===== src/rtl/store_initiator.sv =====
// store_initiator
// CPU-side initiator for the main store. Accepts FETCH / LOAD / STORE / JUMP
// requests over a valid/ready handshake, drives the store strobes for one
// ACCESS cycle, and returns a one-cycle response pulse in RESP. Owns the
// program counter used for instruction fetch.
//
// Ports
//   clk, rst                       clock (rising edge), async active-high reset
//   req_valid / req_ready          request handshake
//   req_op, req_addr, req_wdata    request payload (op: 00 FETCH 01 LOAD 10 STORE 11 JUMP)
//   rsp_valid, rsp_data            registered response pulse and data
//   pc                             current program counter
//   mem_read, mem_write            registered main store strobes
//   mem_address, mem_wdata         registered main store address / write data
//   mem_rdata                      main store read data (combinational from address)
module store_initiator #(
  parameter int          ADDR_W   = 5,
  parameter int          DATA_W   = 8,
  parameter int unsigned RESET_PC = 0
) (
  input  logic              clk,
  input  logic              rst,
  input  logic              req_valid,
  output logic              req_ready,
  input  logic [1:0]        req_op,
  input  logic [ADDR_W-1:0] req_addr,
  input  logic [DATA_W-1:0] req_wdata,
  output logic              rsp_valid,
  output logic [DATA_W-1:0] rsp_data,
  output logic [ADDR_W-1:0] pc,
  output logic              mem_read,
  output logic              mem_write,
  output logic [ADDR_W-1:0] mem_address,
  output logic [DATA_W-1:0] mem_wdata,
  input  logic [DATA_W-1:0] mem_rdata
);

  typedef enum logic [1:0] {IDLE, ACCESS, RESP} state_t;
  typedef enum logic [1:0] {OP_FETCH = 2'b00, OP_LOAD = 2'b01,
                            OP_STORE = 2'b10, OP_JUMP = 2'b11} op_t;

  state_t            state_q;
  op_t               op_q;
  logic [ADDR_W-1:0] pc_q, pc_d;
  logic              rsp_valid_q;
  logic [DATA_W-1:0] rsp_data_q;
  logic              mem_read_q, mem_write_q;
  logic [ADDR_W-1:0] mem_address_q;
  logic [DATA_W-1:0] mem_wdata_q;
  logic              accept;
  op_t               req_op_t;

  assign req_ready = (state_q != ACCESS);
  assign accept    = req_valid & req_ready;
  assign req_op_t  = op_t'(req_op);

  // PC moves only on the edge leaving ACCESS. For JUMP the latched target
  // sits in mem_address_q (strobes stay low, so the address is harmless).
  always_comb begin
    pc_d = pc_q;
    if (state_q == ACCESS) begin
      if (op_q == OP_FETCH)     pc_d = pc_q + ADDR_W'(1);
      else if (op_q == OP_JUMP) pc_d = mem_address_q;
    end
  end

  always_ff @(posedge clk or posedge rst) begin
    if (rst) begin
      state_q       <= IDLE;
      op_q          <= OP_FETCH;
      pc_q          <= ADDR_W'(RESET_PC);
      rsp_valid_q   <= 1'b0;
      rsp_data_q    <= '0;
      mem_read_q    <= 1'b0;
      mem_write_q   <= 1'b0;
      mem_address_q <= '0;
      mem_wdata_q   <= '0;
    end else begin
      pc_q <= pc_d;
      case (state_q)
        IDLE, RESP: begin
          // The response pulse lasts exactly the RESP cycle, whether or not
          // a new request is taken in it.
          rsp_valid_q <= 1'b0;
          if (accept) begin
            op_q          <= req_op_t;
            mem_address_q <= (req_op_t == OP_FETCH) ? pc_q : req_addr;
            mem_read_q    <= (req_op_t == OP_FETCH) || (req_op_t == OP_LOAD);
            mem_write_q   <= (req_op_t == OP_STORE);
            if (req_op_t == OP_STORE) mem_wdata_q <= req_wdata;
            state_q       <= ACCESS;
          end else begin
            state_q <= IDLE;
          end
        end
        ACCESS: begin
          // Store write commits on this edge; a following LOAD sees it.
          case (op_q)
            OP_FETCH, OP_LOAD: rsp_data_q <= mem_rdata;
            OP_STORE:          rsp_data_q <= mem_wdata_q;
            default:           rsp_data_q <= '0;
          endcase
          mem_read_q  <= 1'b0;
          mem_write_q <= 1'b0;
          rsp_valid_q <= 1'b1;
          state_q     <= RESP;
        end
        default: state_q <= IDLE;
      endcase
    end
  end

  assign rsp_valid   = rsp_valid_q;
  assign rsp_data    = rsp_data_q;
  assign pc          = pc_q;
  assign mem_read    = mem_read_q;
  assign mem_write   = mem_write_q;
  assign mem_address = mem_address_q;
  assign mem_wdata   = mem_wdata_q;

endmodule


===== config.mk =====
export PLATFORM = sky130hd
export DESIGN_NAME = store_initiator
export DESIGN_NICKNAME = d
export VERILOG_FILES = /design/src/rtl/store_initiator.sv
export SDC_FILE = /design/constraint.sdc
export NUM_CORES = 1
export LEC_CHECK = 0
export BUFFER_PORTS_ARGS = -buffer_cell sky130_fd_sc_hd__buf_4
export CAP_MARGIN = 5
export CORE_MARGIN = 4
export CORE_UTILIZATION = 43
export CTS_CLUSTER_SIZE = 14
export DETAILED_ROUTE_END_ITERATION = 7
export PLACE_DENSITY = 0.7
export SYNTH_ARGS = -nofsm -noshare
export SYNTH_HDL_FRONTEND = slang
export SYNTH_SLANG_ARGS = --single-unit

===== constraint.sdc =====
create_clock -name clk -period 1.56 [get_ports clk]
set_input_delay 0.078 -clock clk [delete_from_list [all_inputs] [get_ports clk]]
set_output_delay 0.078 -clock clk [all_outputs]
set_load 0.01 [all_outputs]

---- Word-level counts from Yosys, hierarchy flattened ----
Cells that the tools add are included.
word-level totals
  output and inout bits ................... 30
  word-level logic and storage cells ...... 43
  bits in registers ....................... 33
  input bits .............................. 26
cells by class
  equal/unequal tests ..................... 9
  bitwise operators ....................... 1
  reduce and logical (&&, ||, !) cells .... 12
  muxes and demuxes ....................... 11
  add/subtract/negate cells ............... 1
operator list
  operator                                                               number
  8-bit case mux with 2 select lines                                     1
  5-bit two-way mux                                                      3
  2-bit equality test, second input constant                             4
  2-bit by 1-bit equality test with 1-bit output, second input constant  3
  2-bit zero test                                                        3
  1-bit case mux with 2 select lines                                     3
  2-bit AND reduction                                                    3
  5-bit by 1-bit adder with 5-bit output, second input constant          1
  2-bit case mux with 2 select lines                                     1
  2-bit nonzero test                                                     2
  2-bit OR reduction                                                     2
  1-bit two-way mux                                                      3
  3-bit AND reduction                                                    1
  2-bit by 1-bit != test with 1-bit output, second input constant        1
  2-bit != test, second input constant                                   1
  1-bit bitwise AND                                                      1
  1-bit logical OR                                                       1

---- Logic depth before layout (Yosys ltp) ----
  word-level depth ........................ 4
  depth in mapped cells ................... 6
  mapped depth without buffers ............ 5

---- Least setup slack after synthesis ----
No wires, ideal clock.
  path type ............................... reg-to-reg
  start ................................... register op_q[1]
  end ..................................... register pc_q[3] (netlist: pc[3])
  data required time ...................... 1.481 ns
  cell stages (with the launch flop) ...... 6
  path buffers ............................ 0
  data arrival time ....................... 1.478 ns
  setup slack ............................. 0.002 ns
  setup time .............................. 0.079 ns
  clock period less this slack ............ 1.558 ns
  path through ............................ dfrtp_1 -> inv_1 -> ha_1 -> or3b_2 -> a21oi_1 -> a2bb2oi_1
on the way
  longest elaborated chain between the ends .. 3
  elaborated cells on any way between the ends .. 5
  classes of those cells .................. eq/ne: 1; mux: 1; reduce/logical: 3
ends and longest elaborated chain
  element                                                        RTL line  text
  from (decl)                                                    43        op_t op_q;
  from (signal assigned)                                         86        op_q <= req_op_t;
  2-bit equality test / 2-bit zero test (equally long branches)  63, 62
  2-bit nonzero test (no source line)                            n/a
  2-bit AND reduction (no source line)                           n/a
  to (signal assigned)                                           71        pc_q <= ADDR_W'(RESET_PC);
  to (signal assigned)                                           79        pc_q <= pc_d;
  to (decl)                                                      44        logic [ADDR_W-1:0] pc_q, pc_d;
Parallel ways exist; a longest one is shown, timed or not.
A chain may end at the register's enable or synchronous reset.

---- Worst setup path after layout ----
  start ................................... register op_q[1]
  end ..................................... register pc_q[4] (netlist: pc[4])
Same word-level chain as after synthesis.

==> results.toml <==
[run_status]
status = "completed"

[logic_synthesis]
synth_adder_area_share_pct = 4.21
ys.flop_type = "dfrtp_1"
yosys.area_share.simple_pct = 12.5
synth.top_cell.area_share_pct = 55.5
yosys.cell_count.top_type = "dfrtp_1"
synth.largest_area_cell = "dfrtp_1"
syn_nets = 164
yosysUniqueCellTypes = 26
synth_area_um2 = 1490
synth_warnings = 0
syn_avg_cell_area_um2 = 11.2
ys_top_cells_by_count = "dfrtp_1 (33), nand2_1 (19), o21ai_0 (17)"
synth-seq-area-share_pct = 55.5
synth_edf_count = 0
synth-compound-area-share_pct = 14.9
synthMuxAreaShare_pct = 10.1
synth-async-reset-ratio_pct = 100
netlist_instances = 133
synth.area.top_cells = "dfrtp_1 (56%), mux2_2 (6.1%), o21ai_0 (5.7%), nand2_1 (4.8%), ha_1 (4.2%)"
ys_seq_elements = 33
yosys.area_share.xor_xnor_pct = 0
synth_top_family_by_area = "compound AO/OA/AOI/OAI gates"

[floorplanning]
io_pins = 56
initial_core_util_pct = 44.6
die-width_um = 66.8
die_h_um = 66.8
die_area_um2 = 4460
core_um2 = 3340
num_rows = 21

[sta]
timing.final.crit_share_pct = 94.7
rsz0062_at_grt = "yes"
maxSlewViolCount = 0
final-hold-violation-count = 0
relSlewSlack_pct = 72.5
finalClockSkew_ps = 11.2
finalSetupViolations = 0
worst_pin_slew_ps = 413
holdWs_ps = 7.16
fin_tns_setup_ps = 0
min_period_ps = 1480
fin_ws_ps = 82.0
fmax_mhz = 677

[final_layout]
final_cells = 255
drive_above_1_share_pct = 46.4
final_area_um2 = 2250
antenna_cells = 0
num-fill-cells = 265
nNetsFinal = 239
postLayoutCoreUtil_pct = 67.4
syn_to_final_growth_pct = 51.1

[flow_run]
maxCapViolCount = 0

[clock_network]
cts.clk_slew.worst_paths_ps = 110
cts_inserted_buffers = 5
clock-sinks = 33
clockBufferDepth = 2
cts_tree = "yes"
insertion_delay_ps = 340
cts_max_level = 2
cts_setup_buffers = 0
cts_root_buf = "clkbuf_4"

[worst_hold_path]
holdPathStages = 3
holdCritPathClass = "primary input to register"
hold-path-endpoint = "rsp_data[7]"
hp-start = "mem_rdata[7]"

[global_routing]
grt_pass1_vias = 1360
overflow = 0
antenna_found_initial = 0
track_usage_pct = 20.3
grt_max_degree = 34
grt_pass1_wl_um = 6600

[setup_path]
r2r_end = "pc[4]"
crit_fanout = 5
crit_arrival_ps = 1750
crit_slowest_cell = "or3b_4"
cp_cell_sequence = "inv_2 -> ha_4 -> or3b_4 -> a21oi_2 -> a2bb2oi_1"
r2r-start = "op_q[1]"
critPathKind = "register to register"
r2r_setup_slack_ps = 80
crit_buf_inv = 1
slowest_delay_ps = 430
critPathCaptureType = "register"
critPathTopFamily = "simple AND/OR/NAND/NOR gates"
critPathLaunchType = "register"
cp.required_ps = 1830
r2r_cells = 5

[detailed_routing]
drc_errors = 0
drt_first_pass_iters = 5
vias = 1293
drtIter0Drc = 73
routed_wl_um = 4020
ant_nets = 0
drt-wirelength-per-cell_um = 15.8
avgViaCountPerCell = 5.07

[placement]
hpwl_um = 2860
portBuffers = 55
dp.cells = 238
dp_slack_ps = -63.0
placed_area_um2 = 2020
place_congestion = 0.749

[power]
power.total_mw = 2.95
irDropWorstVdd_mv = 0.729
pwr_density_cell_nw_per_um2 = 1310
leakagePower_nw = 1.08
==> cells by family after synthesis <==
kind of cell             count (synthesis)
adder cells (fa/ha/maj)                  5
AO/OA/AOI/OAI                           36
multiplexers                            14
AND/OR/NAND/NOR                         34
buffers and inverters                   11
flip-flops                              33
==> worst max-delay path by stage <==
stage / from / to / slack (ps) / cells after the start
6_report: op_q[1] / pc[4] / 80 / 5
5_1_grt: op_q[1] / pc[3] / -9 / 5
4_1_cts: state_q[0] / req_ready / 30 / 3
3_5_place_dp: op_q[0] / pc[4] / -60 / 5
3_3_place_gp: op_q[0] / pc[4] / 30 / 5
2_1_floorplan: op_q[1] / pc[3] / 2 / 5
==> flip-flops by register name, indices dropped and copies added (netlist names) <==
signal,cells
mem_wdata,8
rsp_data,8
mem_address,5
pc,5
op_q,2
state_q,2
mem_read,1
mem_write,1
rsp_valid,1
==> placed cells by master (no fill, tap or decap), types with 3 or more instances in the layout <==
cell	count
mux2_2	8
mux2i_1	6
ha_1	4
nand2_1	19
a22oi_2	4
clkbuf_4	5
dfrtp_1	33
buf_4	63
inv_2	3
a22oi_1	4
nand3_1	4
inv_1	3
dlygate4sd3_1	9
o21ai_0	16
==> area by class of cell <==
class	instances	area, um2	area share [%]
Inverter	6	22.5	1.00
Sequential cell	33	826	36.7
Clock buffer	7	55.1	2.45
Multi-Input combinational cell	89	674	30.0
Clock inverter	1	30.0	1.34
Tap cell	46	57.6	2.56
Timing Repair Buffer	73	583	25.9
==> routing by layer <==
layer  up-vias  part of all wire [%]  GRT usage, %
li1        618                     -             -
met5         -                     0             0
met3         8                   4.3          6.24
met2        38                    55          34.4
met4         0                   1.7          7.11
met1       629                    39          24.1
==> power breakdown <==
part / total, mW / switching [mW] / internal, mW
logic: 0.992 / 0.441 / 0.551
clock network: 0.686 / 0.303 / 0.383
registers: 1.28 / 0.217 / 1.06
==> worst reg2reg max path: stages, from the launching register on <==
cell and delay [ps]:
dfrtp_1 410, inv_2 90, ha_4 200, or3b_4 430, a21oi_2 130, a2bb2oi_1 160
==> what timing repair did <==
item                       in CTS  in global routing
pin swaps                       0                  2
setup endpoints to repair       2                  9
gates resized for setup         1                 14
hold endpoints to repair       41                  0
hold buffers                    9                  0
(Power assumes the default switching activity.)
